--- src/rtl/fwd_hazard_if.sv ---
// Bundle between the ID/EX pipeline control and the forwarding/hazard unit.
// The master drives the ID-stage fields and result buses; the slave returns the stall and forwarding controls.
interface fwd_hazard_if #(
   parameter int DW   = 8,
   parameter int RAW  = 5,
   parameter int CNTW = 16
);
   logic            id_valid;
   logic [RAW-1:0]  id_rs1;
   logic [RAW-1:0]  id_rs2;
   logic [RAW-1:0]  id_rd;
   logic            id_we;
   logic            id_is_load;
   logic            flush;
   logic [DW-1:0]   mem_result;
   logic [DW-1:0]   wb_result;
   logic            stall;
   logic [1:0]      sel1;
   logic [1:0]      sel2;
   logic [DW-1:0]   fwd_val1;
   logic [DW-1:0]   fwd_val2;
   logic [CNTW-1:0] stall_cnt;

   modport master (
      output id_valid, id_rs1, id_rs2, id_rd, id_we, id_is_load, flush,
      output mem_result, wb_result,
      input  stall, sel1, sel2, fwd_val1, fwd_val2, stall_cnt
   );

   modport slave (
      input  id_valid, id_rs1, id_rs2, id_rd, id_we, id_is_load, flush,
      input  mem_result, wb_result,
      output stall, sel1, sel2, fwd_val1, fwd_val2, stall_cnt
   );
endinterface

--- src/rtl/fwd_hazard_unit.sv ---
// Operand-forwarding source and load-use stall control for both ALU operands.
// Tracks destinations through EX/MEM/WB and selects the youngest producer for each EX source.
//
//   state | meaning
//   RUN   | normal issue; stall asserted combinationally on a load-use hazard
//   STALL | bubble cycle after a stall; the load has moved on, so return to RUN
module fwd_hazard_unit #(
   parameter int DW   = 8,
   parameter int RAW  = 5,
   parameter int CNTW = 16
) (
   input logic          clk,
   input logic          rst_n,
   fwd_hazard_if.slave  bus
);

   localparam logic [1:0] SEL_RF  = 2'b00;
   localparam logic [1:0] SEL_MEM = 2'b10;
   localparam logic [1:0] SEL_WB  = 2'b11;

   typedef enum logic [0:0] {
      RUN   = 1'b0,
      STALL = 1'b1
   } state_t;

   state_t state, state_nxt;

   logic            ex_valid;
   logic [RAW-1:0]  ex_rs1;
   logic [RAW-1:0]  ex_rs2;
   logic [RAW-1:0]  ex_rd;
   logic            ex_we;
   logic            ex_is_load;

   logic            mem_valid;
   logic [RAW-1:0]  mem_rd;
   logic            mem_we;
   logic            mem_is_load;

   logic            wb_valid;
   logic [RAW-1:0]  wb_rd;
   logic            wb_we;

   logic            hazard;
   logic            stall_int;
   logic [CNTW-1:0] stall_cnt;
   logic [1:0]      sel1, sel2;
   logic [DW-1:0]   fwd_val1, fwd_val2;

   // A load in EX cannot feed the instruction behind it until the load reaches WB.
   assign hazard = bus.id_valid && ex_valid && ex_is_load && ex_we && (ex_rd != '0)
                   && ((ex_rd == bus.id_rs1) || (ex_rd == bus.id_rs2));

   always_ff @(posedge clk or negedge rst_n) begin
      if (!rst_n) state <= RUN;
      else        state <= state_nxt;
   end

   always_comb begin
      state_nxt = state;
      stall_int = 1'b0;
      case (state)
         RUN: begin
            if (hazard && !bus.flush) begin
               stall_int = 1'b1;
               state_nxt = STALL;
            end
         end
         STALL: state_nxt = RUN;
         default: state_nxt = RUN;
      endcase
   end

   always_ff @(posedge clk or negedge rst_n) begin
      if (!rst_n) begin
         ex_valid    <= 1'b0;
         ex_rs1      <= '0;
         ex_rs2      <= '0;
         ex_rd       <= '0;
         ex_we       <= 1'b0;
         ex_is_load  <= 1'b0;
         mem_valid   <= 1'b0;
         mem_rd      <= '0;
         mem_we      <= 1'b0;
         mem_is_load <= 1'b0;
         wb_valid    <= 1'b0;
         wb_rd       <= '0;
         wb_we       <= 1'b0;
      end else begin
         if (!stall_int && !bus.flush) begin
            ex_valid   <= bus.id_valid;
            ex_rs1     <= bus.id_rs1;
            ex_rs2     <= bus.id_rs2;
            ex_rd      <= bus.id_rd;
            ex_we      <= bus.id_we;
            ex_is_load <= bus.id_is_load;
         end else begin
            ex_valid   <= 1'b0;
         end
         mem_valid   <= ex_valid;
         mem_rd      <= ex_rd;
         mem_we      <= ex_we;
         mem_is_load <= ex_is_load;
         wb_valid    <= mem_valid;
         wb_rd       <= mem_rd;
         wb_we       <= mem_we;
      end
   end

   always_ff @(posedge clk or negedge rst_n) begin
      if (!rst_n)
         stall_cnt <= '0;
      else if (stall_int && (stall_cnt != {CNTW{1'b1}}))
         stall_cnt <= stall_cnt + 1'b1;
   end

   // MEM is checked first so the youngest producer wins; loads in MEM have no data yet.
   function automatic logic [1:0] pick_sel(input logic [RAW-1:0] rs);
      logic [1:0] s;
      s = SEL_RF;
      if (ex_valid && (rs != '0)) begin
         if (mem_valid && mem_we && !mem_is_load && (mem_rd == rs))
            s = SEL_MEM;
         else if (wb_valid && wb_we && (wb_rd == rs))
            s = SEL_WB;
      end
      return s;
   endfunction

   always_comb begin
      sel1     = pick_sel(ex_rs1);
      sel2     = pick_sel(ex_rs2);
      fwd_val1 = '0;
      fwd_val2 = '0;
      case (sel1)
         SEL_MEM: fwd_val1 = bus.mem_result;
         SEL_WB:  fwd_val1 = bus.wb_result;
         default: fwd_val1 = '0;
      endcase
      case (sel2)
         SEL_MEM: fwd_val2 = bus.mem_result;
         SEL_WB:  fwd_val2 = bus.wb_result;
         default: fwd_val2 = '0;
      endcase
   end

   assign bus.stall     = stall_int;
   assign bus.sel1      = sel1;
   assign bus.sel2      = sel2;
   assign bus.fwd_val1  = fwd_val1;
   assign bus.fwd_val2  = fwd_val2;
   assign bus.stall_cnt = stall_cnt;

endmodule

--- src/flat_wrapper.sv ---
// flat-port wrapper written by rule: the top's interface ports become plain ports
module fwd_hazard_unit_flat 
#(
   parameter int DW   = 8,
   parameter int RAW  = 5,
   parameter int CNTW = 16
)
  (clk, rst_n, bus_id_valid, bus_id_rs1, bus_id_rs2, bus_id_rd, bus_id_we, bus_id_is_load, bus_flush, bus_mem_result, bus_wb_result, bus_stall, bus_sel1, bus_sel2, bus_fwd_val1, bus_fwd_val2, bus_stall_cnt);
  fwd_hazard_if #(.DW(DW), .RAW(RAW), .CNTW(CNTW)) bus_i ();
  input logic clk;
  input logic rst_n;
  input wire logic [$bits(bus_i.id_valid)-1:0] bus_id_valid;
  input wire logic [$bits(bus_i.id_rs1)-1:0] bus_id_rs1;
  input wire logic [$bits(bus_i.id_rs2)-1:0] bus_id_rs2;
  input wire logic [$bits(bus_i.id_rd)-1:0] bus_id_rd;
  input wire logic [$bits(bus_i.id_we)-1:0] bus_id_we;
  input wire logic [$bits(bus_i.id_is_load)-1:0] bus_id_is_load;
  input wire logic [$bits(bus_i.flush)-1:0] bus_flush;
  input wire logic [$bits(bus_i.mem_result)-1:0] bus_mem_result;
  input wire logic [$bits(bus_i.wb_result)-1:0] bus_wb_result;
  output wire logic [$bits(bus_i.stall)-1:0] bus_stall;
  output wire logic [$bits(bus_i.sel1)-1:0] bus_sel1;
  output wire logic [$bits(bus_i.sel2)-1:0] bus_sel2;
  output wire logic [$bits(bus_i.fwd_val1)-1:0] bus_fwd_val1;
  output wire logic [$bits(bus_i.fwd_val2)-1:0] bus_fwd_val2;
  output wire logic [$bits(bus_i.stall_cnt)-1:0] bus_stall_cnt;
  assign bus_i.id_valid = bus_id_valid;
  assign bus_i.id_rs1 = bus_id_rs1;
  assign bus_i.id_rs2 = bus_id_rs2;
  assign bus_i.id_rd = bus_id_rd;
  assign bus_i.id_we = bus_id_we;
  assign bus_i.id_is_load = bus_id_is_load;
  assign bus_i.flush = bus_flush;
  assign bus_i.mem_result = bus_mem_result;
  assign bus_i.wb_result = bus_wb_result;
  assign bus_stall = bus_i.stall;
  assign bus_sel1 = bus_i.sel1;
  assign bus_sel2 = bus_i.sel2;
  assign bus_fwd_val1 = bus_i.fwd_val1;
  assign bus_fwd_val2 = bus_i.fwd_val2;
  assign bus_stall_cnt = bus_i.stall_cnt;
  fwd_hazard_unit #(.DW(DW), .RAW(RAW), .CNTW(CNTW)) u_core (.clk(clk), .rst_n(rst_n), .bus(bus_i));
endmodule
--- config.mk ---
export PLATFORM = sky130hd
export DESIGN_NAME = fwd_hazard_unit_flat
export DESIGN_NICKNAME = d
export VERILOG_FILES = /design/src/rtl/fwd_hazard_if.sv /design/src/rtl/fwd_hazard_unit.sv /design/src/flat_wrapper.sv
export SDC_FILE = /design/constraint.sdc
export NUM_CORES = 1
export LEC_CHECK = 0
export CAP_MARGIN = 20
export CORE_MARGIN = 5
export CORE_UTILIZATION = 50
export CTS_CLUSTER_DIAMETER = 200
export CTS_CLUSTER_SIZE = 16
export DETAILED_ROUTE_END_ITERATION = 10
export DONT_BUFFER_PORTS = 1
export SLEW_MARGIN = 20
export SYNTH_ARGS = -nofsm -noshare
export SYNTH_HDL_FRONTEND = slang
export SYNTH_SLANG_ARGS = --single-unit
--- constraint.sdc ---
create_clock -name clk -period 3.2 [get_ports clk]
set_input_delay 0.48 -clock clk [delete_from_list [all_inputs] [get_ports clk]]
set_output_delay 0.48 -clock clk [all_outputs]
set_load 0.02 [all_outputs]
# --- After elaboration in Yosys (flattened, before gate mapping) ---
# Cells that the tools add are included.
totals:
  elab_cells: 64
  register_bits: 50
  out_inout_bits: 37
classes:
  reduce_logical: 24
  eq_ne: 11
  bitwise: 1
  mux: 12
  n_addsub: 1
ops:
  columns: ["operator", "count"]
  rows:
  - ["case mux 8 bit (2 select lines)", 2]
  - ["== test 5 bit", 6]
  - ["logical AND 1 bit", 17]
  - ["adder 16 x 1 -> 16 bit (second input constant)", 1]
  - ["inequality test 16 bit (second input constant)", 1]
  - ["nonzero test 5 bit", 3]
  - ["two-way mux 2 bit", 6]
  - ["== test 2 bit (second input constant)", 4]
  - ["logical NOT 1 bit", 3]
  - ["two-way mux 1 bit", 3]
  - ["case mux 1 bit (2 select lines)", 1]
  - ["logical OR 1 bit", 1]
  - ["NOT 1 bit", 1]

# --- Logic depth before layout (Yosys ltp) ---
depth:
  word_depth: 11
  mapped_depth: 6

# --- Worst setup path before layout ---
# No wires, ideal clock.
synth_path:
  kind: "reg-to-output"
  from: "register u_core.ex_rs2[3]"
  to: "output bus_fwd_val2[0]"
  n_path_buf: 1
  slack_ns: 0.866
  stages_incl_launch_ff: 6
  arrival_time_ns: 1.854
  path_cell_list: "dfrtp_1 xor2_1 nor4_1 nand3_1 clkbuf_1 o21ai_0"
synth_via:
  elab_chain_len: 7
  word_cells_on_any_way: 12
  cone_classes: "4 x eq/ne; 4 x mux; 4 x reduce/logical"
synth_lines:
  columns: ["element", "line", "rtl"]
  rows:
  - ["start, declared", "fwd_hazard_unit.sv:30", "logic [RAW-1:0] ex_rs2;"]
  - ["start signal, assigned", "fwd_hazard_unit.sv:93", "ex_rs2 <= bus.id_rs2;"]
  - ["== test 5 bit", "fwd_hazard_unit.sv:124", "else if (wb_valid && wb_we && (wb_rd == rs))"]
  - ["logical AND 1 bit", "fwd_hazard_unit.sv:124", null]
  - ["two-way mux 2 bit", "fwd_hazard_unit.sv:124", null]
  - ["two-way mux 2 bit", "fwd_hazard_unit.sv:122", "if (mem_valid && mem_we && !mem_is_load && (mem_rd == rs))"]
  - ["two-way mux 2 bit *", "fwd_hazard_unit.sv:121", "if (ex_valid && (rs != '0)) begin"]
  - ["== test 2 bit", "fwd_hazard_unit.sv:140", "case (sel2)"]
  - ["case mux 8 bit (2 select lines) *", "fwd_hazard_unit.sv:140", null]
  - ["end, declared", "flat_wrapper.sv:25", "output wire logic [$bits(bus_i.fwd_val2)-1:0] bus_fwd_val2;"]
# Mark *: on every way between the ends. The rest lies on a longest branch, timed or not.

# --- Worst setup path in the final report ---
layout_path:
  from: "register u_core.ex_rs2[0]"
  to: "output bus_fwd_val2[5]"
# Same word-level chain as after synthesis.

==> qor.txt <==
Unique masters post-synth: 38
Area contributors post-synth: dfrtp_1, xnor2_1, nand3_1
Post-synth top cells: dfrtp_1, xnor2_1, nand3_1
CP max FO: 10
Sequential share of power: 57.5%
Post-synth top area share: 48.0%
Post-DRT Antenna Nets: 0
Psw: 342 uW
I/O pin cnt: 74
Vias: 1832
Layout fillers: 471
Root buffer cell: clkbuf_8
Via/cell ratio: 5.67
Async SR Flop Fraction: 100%
PortBufs: 0
CTS sink cnt: 50
Post-layout min period: 2.86 ns
Pwr/cell area: 437 nW/um2
CTS Buf Count: 5
Final HPWL DP: 4.35 mm
Total Neg Setup Slack: 0 ns
Min-Delay Path Class: input port to async pin
Outcome: finished clean
Clk slew on worst S/H paths: 0.10 ns
Final net count: 290
Setup Crit Path Kind: flip-flop to primary output
Ys Warns: 0
Wire length per cell: 17.7 um
Flops & latches, synth: 50
DRC viols: 0
Final WL: 5.71 mm
Actual slew at the worst max-slew pin: 0.799 ns
Clk_lat worst skew: 0.31 ns
Final Hold Fails: 0
Row count: 26
Die Ht: 82.2 um
F_max: 349 MHz
Total Power: 1250 uW
Reg2Reg Depth: 5
Synth-to-layout area growth: 9.79%
Diode count: 0
Fin crit share: 89.5%
Multi-input gate area: 1310 um2
Combinational Power Share: 11.3%
All-Layer GR Usage: 18.0%
Number of global-route vias before repair: 1883
Slew HR: 46.6%
Internal power: 909 uW
Post-CTS Resized: 0
Post-synth design cell area: 2610 um2
Hold WS: 0.0101 ns
Share of post-route cells with drive strength above 1: 19.4%
Critical Path End Type: primary output
Worst clock skew: 0.00911 ns
H-tree Lvls: 2
Critical Path AT: 2.38 ns
Drt pass-1 iters: 4
Die W: 82.2 um
TritonCTS clock tree: done
Non-Filler Instances: 323
Grt ovf: 0
Clk buf depth: 2
Die area: 6760 um2
CP Data Required Time: 2.72 ns
First-pass GRT wire length: 9.23 mm
Max-cap violation count: 0
P_leak: 0.00113 uW
Post-synthesis sequential area ratio: 48.0%
Initial core utilization: 51.4%
Initial antenna violation count: 0
Mapped Avg Cell Area: 10.9 um2
Final Setup Violations: 0
Yosys top cell by area: dfrtp_1
Cells after DPL: 314
Seq. cell area: 1250 um2
RSZ-0062 raised after global routing: no
Mapped Cells: 239
Number of enable flip-flop cells after synthesis: 0
Setup crit start kind: flip-flop
Syn_nets: 277
Sw Share: 27.4%
Clk pwr share: 31.2%
Top-count cell post-synth: dfrtp_1
Initial drt markers: 85
Core area: 5070 um2
Top FF cell, synth: dfrtp_1
Max VDD drop: 280 uV
Largest net degree at the start of global routing: 51
Gp weighted congestion: 0.840
Final slew viol count: 0
-- worst paths after layout --
path                                                  endpoint                    startpoint  slack, ns
max                                            bus_fwd_val2[5]  u_core.ex_rs2[0]$_DFFE_PN0P_       0.34
min                                   u_core.ex_we$_DFFE_PN0P_                         rst_n       0.01
max reg2reg                       u_core.ex_rs1[4]$_DFFE_PN0P_   u_core.ex_rd[0]$_DFFE_PN0P_       0.88
min reg2reg                             u_core.wb_we$_DFF_PN0_       u_core.mem_we$_DFF_PN0_       0.38
max in group asynchronous  u_core.bus.stall_cnt[9]$_DFFE_PN0P_                         rst_n       2.97
min in group clk                     u_core.ex_valid$_DFF_PN0_                  bus_id_valid       0.30
-- power by group through the flow --
stage,registers [uW],clock network [uW],logic [uW]
after global routing,727,425,158
final,720,390,141
after floorplan,719,0,113
after detailed placement,733,0,128
after global placement,732,0,126
after CTS,720,400,145
-- per-layer routing --
layer / wire, um / global-route usage [%] / up-vias / share of wire [%]
met5: 0 / 0 / - / 0
met4: 59 / 4.49 / 0 / 1.0
met3: 365 / 5.21 / 7 / 6.4
met2: 3000 / 30.5 / 54 / 53
met1: 2280 / 22.6 / 888 / 40
li1: - / - / 883 / -
-- through the flow --
stage	area [um2]	worst slack [ns]	util (%)
2_1_floorplan	2610	0.866	-
3_3_place_gp	2740	0.655	53.9
3_5_place_dp	2740	0.683	53.9
4_1_cts	2860	0.316	56.4
5_1_grt	2860	0.0511	56.4
6_report	2860	0.336	56.4
-- sequential cells by signal, summed over array words and instances (netlist names) --
name	flops
u_core.mem_we	1
u_core.ex_rd	5
u_core.ex_we	1
u_core.mem_valid	1
u_core.state	1
u_core.wb_rd	5
u_core.ex_is_load	1
u_core.mem_is_load	1
u_core.wb_valid	1
u_core.ex_rs2	5
u_core.bus.stall_cnt	16
u_core.ex_rs1	5
u_core.wb_we	1
u_core.mem_rd	5
u_core.ex_valid	1
-- final cells by class --
| cell class | instances | share of cell area (%) |
|---|---|---|
| Clock buffer | 5 | 2.40 |
| Timing Repair Buffer | 11 | 3.59 |
| Tap cell | 70 | 3.06 |
| Sequential cell | 50 | 43.7 |
| Inverter | 3 | 0.394 |
| Clock inverter | 3 | 1.01 |
| Multi-Input combinational cell | 181 | 45.8 |
-- repair_timing --
| item | CTS | global route |
|---|---|---|
| setup endpoints to repair | 0 | 0 |
| setup buffers | 0 | 0 |
| endpoints found under the hold margin | 50 | 0 |
| hold buffers | 1 | 0 |
-- worst max-delay path: stages (launching register included) --
cell and delay (ns):
dfrtp_1 0.44, or4_1 0.14, o21a_1 0.30, nor4b_2 0.72
nand3_1 0.14, o21ai_0 0.14, buf_4 0.19
-- cells in the final DEF, fill, tap and decap left out, types with 4 or more instances in the layout --
master	instances
xor2_1	8
buf_4	10
xnor2_1	36
a22o_2	5
nand2_1	22
mux2_2	10
nand3_1	27
dfrtp_1	50
o21ai_0	18
nand4_1	13
clkbuf_8	5
mux2_4	4
-- cells by family after synthesis --
kind of cell	after synthesis	synth area share (%)
AOI/OAI and AO/OA	31	8.45
muxes	14	6.63
buffers and inverters	8	1.68
DFF	50	48.0
xor gates and xnor gates	44	14.8
and+or+nand+nor	91	20.0
adders and majority gates	1	0.480
(Power assumes the default switching activity.)
